$ cat src/rtl/noc_router_pkg.sv
// Shared definitions for the cardinal NoC router: port/VC indices and flit header layout.
// Types and constants only; no logic.
package noc_router_pkg;

  localparam int N_PORTS  = 5;
  localparam int PORT_UP    = 0;
  localparam int PORT_DOWN  = 1;
  localparam int PORT_LEFT  = 2;
  localparam int PORT_RIGHT = 3;
  localparam int PORT_PE    = 4;

  localparam logic VC_EVEN = 1'b0;
  localparam logic VC_ODD  = 1'b1;

  localparam int FLIT_W      = 64;
  localparam int FLIT_VC_BIT = 63;
  localparam int FLIT_DIRX   = 62;
  localparam int FLIT_DIRY   = 61;
  localparam int FLIT_HOPX_HI = 55;
  localparam int FLIT_HOPX_LO = 52;
  localparam int FLIT_HOPY_HI = 51;
  localparam int FLIT_HOPY_LO = 48;

  // Upper 16 bits of a flit; bits 60:56 are reserved.
  typedef struct packed {
    logic       vc;
    logic       dir_x;
    logic       dir_y;
    logic [4:0] rsvd;
    logic [3:0] hop_x;
    logic [3:0] hop_y;
  } hdr_t;

  typedef struct packed {
    hdr_t        hdr;
    logic [47:0] payload;
  } flit_t;

endpackage

$ cat src/rtl/rr_pick_onehot.sv
// Round-robin pick: first request at or above the one-hot priority, wrapping.
// Purely combinational, zero latency; no backpressure (caller gates the result).
module rr_pick_onehot #(
  parameter int N = 5
) (
  input  logic [N-1:0] req,
  input  logic [N-1:0] prio,
  output logic [N-1:0] gnt
);

  logic [2*N-1:0] dbl_req;
  logic [2*N-1:0] dbl_prio;
  logic [2*N-1:0] dbl_gnt;

  // Subtracting the pointer from the doubled request vector clears exactly the
  // first set bit at or above it; masking isolates that bit, folding undoes the wrap.
  assign dbl_req  = {req, req};
  assign dbl_prio = {{N{1'b0}}, prio};
  assign dbl_gnt  = dbl_req & ~(dbl_req - dbl_prio);
  assign gnt      = dbl_gnt[N-1:0] | dbl_gnt[2*N-1:N];

endmodule

$ cat src/rtl/vc_output_port_scheduler.sv
// Per-output-port round-robin scheduler for even/odd VCs; polarity picks the competing VC.
// Grant is same-cycle combinational; a full output buffer on the active VC freezes grant and state.
module vc_output_port_scheduler
  import noc_router_pkg::*;
#(
  parameter int N_REQ        = N_PORTS,
  parameter int CNT_W        = 4,
  parameter int STARVE_LIMIT = 8
) (
  input  logic             clk,
  input  logic             reset,
  input  logic             polarity,
  input  logic [N_REQ-1:0] req_even,
  input  logic [N_REQ-1:0] req_odd,
  input  logic             out_full_even,
  input  logic             out_full_odd,
  output logic [N_REQ-1:0] gnt,
  output logic             gnt_valid,
  output logic             gnt_vc,
  output logic [N_REQ-1:0] prio_even,
  output logic [N_REQ-1:0] prio_odd,
  output logic             starve_err
);

  localparam logic [CNT_W-1:0] CNT_MAX  = '1;
  localparam logic [31:0]      LIMIT_U  = STARVE_LIMIT;
  localparam logic [N_REQ-1:0] PRIO_RST = N_REQ'(1);

  logic [N_REQ-1:0]            prio_even_q;
  logic [N_REQ-1:0]            prio_odd_q;
  logic [N_REQ-1:0][CNT_W-1:0] cnt_even_q;
  logic [N_REQ-1:0][CNT_W-1:0] cnt_odd_q;
  logic                        starve_q;

  logic [N_REQ-1:0]            act_req;
  logic [N_REQ-1:0]            act_prio;
  logic                        act_full;
  logic                        eligible;
  logic [N_REQ-1:0]            pick;
  logic [N_REQ-1:0]            prio_next;
  logic [N_REQ-1:0][CNT_W-1:0] cnt_act;
  logic [N_REQ-1:0][CNT_W-1:0] cnt_upd;
  logic                        starve_hit;

  assign act_req  = polarity ? req_odd      : req_even;
  assign act_prio = polarity ? prio_odd_q   : prio_even_q;
  assign act_full = polarity ? out_full_odd : out_full_even;
  assign eligible = ~act_full & ~reset;

  rr_pick_onehot #(.N(N_REQ)) u_pick (
    .req  (act_req),
    .prio (act_prio),
    .gnt  (pick)
  );

  assign gnt       = eligible ? pick : '0;
  assign gnt_valid = |gnt;
  assign gnt_vc    = polarity ? VC_ODD : VC_EVEN;
  assign prio_even = prio_even_q;
  assign prio_odd  = prio_odd_q;
  assign starve_err = starve_q;

  // The winner moves to lowest priority: the pointer lands just past it.
  assign prio_next = {gnt[N_REQ-2:0], gnt[N_REQ-1]};

  always_comb begin
    cnt_act    = polarity ? cnt_odd_q : cnt_even_q;
    cnt_upd    = cnt_act;
    starve_hit = 1'b0;
    for (int i = 0; i < N_REQ; i++) begin
      if (gnt[i] || !act_req[i]) begin
        cnt_upd[i] = '0;
      end else if (cnt_act[i] != CNT_MAX) begin
        cnt_upd[i] = cnt_act[i] + CNT_W'(1);
      end
      if (32'(cnt_upd[i]) >= LIMIT_U) begin
        starve_hit = eligible;
      end
    end
  end

  always_ff @(posedge clk or posedge reset) begin
    if (reset) begin
      prio_even_q <= PRIO_RST;
      prio_odd_q  <= PRIO_RST;
      cnt_even_q  <= '0;
      cnt_odd_q   <= '0;
      starve_q    <= 1'b0;
    end else begin
      if (eligible) begin
        if (polarity) begin
          cnt_odd_q <= cnt_upd;
          if (gnt_valid) prio_odd_q <= prio_next;
        end else begin
          cnt_even_q <= cnt_upd;
          if (gnt_valid) prio_even_q <= prio_next;
        end
      end
      if (starve_hit) starve_q <= 1'b1;
    end
  end

endmodule

$ cat config.mk
export PLATFORM = sky130hd
export DESIGN_NAME = vc_output_port_scheduler
export DESIGN_NICKNAME = d
export VERILOG_FILES = /design/src/rtl/noc_router_pkg.sv /design/src/rtl/rr_pick_onehot.sv /design/src/rtl/vc_output_port_scheduler.sv
export SDC_FILE = /design/constraint.sdc
export NUM_CORES = 1
export LEC_CHECK = 0
export CORE_ASPECT_RATIO = 0.9
export CORE_MARGIN = 2
export CORE_UTILIZATION = 57
export CTS_CLUSTER_SIZE = 20
export DETAILED_ROUTE_END_ITERATION = 10
export HOLD_SLACK_MARGIN = 0.02
export PLACE_DENSITY_LB_ADDON = 0.12
export SETUP_SLACK_MARGIN = 0.15
export SYNTH_ARGS = -nofsm -noshare
export SYNTH_HDL_FRONTEND = slang
export SYNTH_SLANG_ARGS = --single-unit
$ cat constraint.sdc
create_clock -name clk -period 5.12 [get_ports clk]
set_clock_uncertainty 0.2 [all_clocks]
set_input_delay 1.024 -clock clk [delete_from_list [all_inputs] [get_ports clk]]
set_output_delay 1.024 -clock clk [all_outputs]
set_load 0.005 [all_outputs]
==> flow_summary.yaml <==
run_status:
  run_status: "completed"
die:
  dieHeight_um: 76.29
  die_area_um2: 6432
  start_util: 0.5880
  core_region_area_um2: 5628
  placementRows: 26
  die_w_um: 84.32
  io_pins: 33
clock_tree:
  clk_pin_slew_ps: 90
  tritoncts: "built"
  ctsHoldBuffers: 0
  cts_htree_levels: 2
  clock_path_buffers: 2
  cts_buffers: 5
  cts_root_buf: "clkbuf_8"
  insertion_delay_ps: 310
  cts.sinks: 51
yosys:
  syn-num-nets: 383
  synth_edf_count: 0
  synth.most_common_cell: "nand2_1"
  ys_warn_count: 0
  synth_ff_type: "dfrtp_1"
  syn-cell-area_um2: 3309
  synth_cell_type_count: 56
  synth_common_cells: "nand2_1, dfrtp_1, o21ai_0, inv_1, mux2i_1"
  synth_area_leader_cell: "dfrtp_1"
  synth.top_cell.area_share: 0.3705
  synth_seq_area_share: 0.3864
  async_flop_share: 1.000
  syn_area_per_cell_um2: 9.244
  ys_ff_latch: 51
  synthTopCellsByArea: "dfrtp_1, mux2i_1, nand2_1"
  netlist_instances: 358
setup_path:
  cp_max_fo: 6
  end_kind: "output pin"
  worstSetupStartpointType: "input port"
  worstPathArrival_ps: 3640
  worstSetupPathType: "input port to output pin"
  crit_required_ps: 3900
global_routing:
  grt_pass1_wl_um: 12920
  grt_max_degree: 52
  grt_pass1_vias: 2619
  antenna_found_initial: 0
  grt_overflow: 0
  grt_usage: 0.2500
final_layout:
  drive_gt1_frac: 0.2034
  final_nets: 432
  n_fill_cell: 444
  area_growth_pct: 20.11
  n_antenna_cell: 0
power_and_ir_drop:
  p_leak_nw: 1.874
  power.internal_mw: 0.7730
  swShare: 0.3298
  power-per-cell-area_nw_per_um2: 290.1
  p_sw_mw: 0.3803
  vdd_ir_drop_max_mv: 0.2060
  p_clk_frac: 0.215
  total_power_mw: 1.153
  combPwrFrac: 0.351
  seq_power_share: 0.434
drt:
  drt_pass1_iterations: 4
  vias: 2824
  drt-initial-drc-count: 191
  drc: 0
  via_per_inst: 5.908
  ant_nets: 0
  wl_um: 7802
  wl_per_cell_um: 16.32
placement:
  gp_congestion: 0.8880
  place_hpwl_um: 5609
  io_buffers: 32
  dp_slack_ps: -0.8114
sta:
  finalHoldViolCount: 0
  fin_crit_sh: 0.9495
  grt_setup_unrepaired: "true"
  setup_viol: 0
  fin_tns_setup_ps: 0
  post-route-min-period_ps: 4862
  tightest_slew_ps: 1150
  maxSlewHeadroom: 0.2336
  hold_ws_ps: 284.9
  timing.final.ws_setup_ps: 258.4
  slew_violations: 0
  max_freq_ghz: 0.2057
min_path:
  hp-class: "flop to flop"
flow_run:
  maxCapViolCount: 0
-- layout make-up --
type / instances / area (um2) / area share
Multi-Input combinational cell: 263 / 1883 / 0.4737
Sequential cell: 51 / 1279 / 0.3217
Timing Repair Buffer: 61 / 536.8 / 0.1350
Inverter: 25 / 93.84 / 0.02361
Tap cell: 70 / 87.58 / 0.02203
Clock buffer: 7 / 86.33 / 0.02172
Clock inverter: 1 / 8.758 / 0.002203
-- timing repair --
item	in CTS	in global routing
gates resized for setup	6	10
setup endpoints to repair	3	4
pin swaps	1	5
setup buffers	2	2
-- critical path, cell delays in order --
cell             delay [ps]
clkdlybuf4s50_1         420
mux2_2                  290
ha_1                    300
buf_4                   160
or3b_2                  450
o2111ai_2                80
a211oi_2                 70
o211ai_1                180
buf_4                   170
inv_1                    40
clkdlybuf4s50_1         430
-- worst paths after layout --
| check | start | end | slack (ps) | cells after the start |
|---|---|---|---|---|
| max | req_odd[2] | gnt[3] | 260 | 11 |
| min | cnt_even_q[1] | cnt_even_q[1] | 280 | 2 |
| max reg2reg | prio_odd[2] | starve_err | 1980 | 10 |
| min reg2reg | cnt_even_q[1] | cnt_even_q[1] | 280 | 2 |
| max in group asynchronous | reset | cnt_odd_q[16] | 2830 | 2 |
| min in group asynchronous | reset | cnt_even_q[10] | 1240 | 2 |
-- power groups by stage --
stage	logic (mW)	registers [mW]	clock network (mW)
after detailed placement	0.385	0.508	0
after CTS	0.396	0.500	0.250
after global placement	0.380	0.504	0
after floorplan	0.256	0.499	0
final	0.405	0.500	0.248
after global routing	0.449	0.508	0.270
-- routing by layer --
layer	track usage	vias up	routed length [um]
met2	0.3675	63	3435
met4	0.05323	0	73
met3	0.05525	8	296
met5	0	-	0
li1	-	1381	-
met1	0.3792	1372	3996
-- cells in the final DEF, fill, tap and decap left out, types with 2 or more instances in the layout --
master | netlist | layout
a211oi_2 | 2 | 2
a21oi_1 | 7 | 7
a31oi_1 | 5 | 4
and3_1 | 2 | 2
buf_4 | 3 | 30
clkbuf_8 | 0 | 6
clkdlybuf4s50_1 | 0 | 29
dfrtp_1 | 49 | 49
dfstp_2 | 2 | 2
ha_1 | 9 | 8
inv_1 | 25 | 23
inv_2 | 0 | 2
mux2_2 | 18 | 19
mux2i_1 | 23 | 22
nand2_1 | 56 | 56
nand2b_1 | 2 | 2
nand3_1 | 11 | 10
nand3b_1 | 6 | 6
nand4_1 | 2 | 2
nor2_1 | 11 | 11
nor2b_1 | 3 | 2
nor3_1 | 4 | 4
nor3b_1 | 4 | 3
o211ai_1 | 5 | 5
o21a_1 | 4 | 3
o21ai_0 | 35 | 35
o21ai_1 | 2 | 2
o21bai_1 | 3 | 3
o221ai_1 | 2 | 2
o22ai_1 | 2 | 2
o41ai_1 | 10 | 10
or3_1 | 5 | 5
or3b_2 | 3 | 3
xnor2_1 | 4 | 4
xor2_1 | 2 | 2
-- state kept, by name (all words and copies together), names as in the netlist --
register,cells
starve_err,1
cnt_even_q,20
prio_odd,5
prio_even,5
cnt_odd_q,20
-- per-stage QoR --
stage	cells	area, um2	utilization
2_1_floorplan	358	3309	-
6_report	478	3975	0.7063
3_3_place_gp	466	3792	0.6739
4_1_cts	476	3929	0.6981
5_1_grt	478	3975	0.7063
3_5_place_dp	466	3792	0.6739
-- cells by family (layout without fill, tap and decap cells) --
family | count (synthesis) | count (layout) | share of synthesized area
AOI/OAI and AO/OA | 88 | 88 | 0.1837
DFF | 51 | 51 | 0.3864
adders and majority gates | 10 | 10 | 0.04008
and+or+nand+nor | 117 | 117 | 0.1788
xor gates and xnor gates | 6 | 6 | 0.01588
buffers and inverters | 44 | 94 | 0.06087
muxes | 42 | 42 | 0.1342
Note: power is estimated with default switching activity, not from simulation.
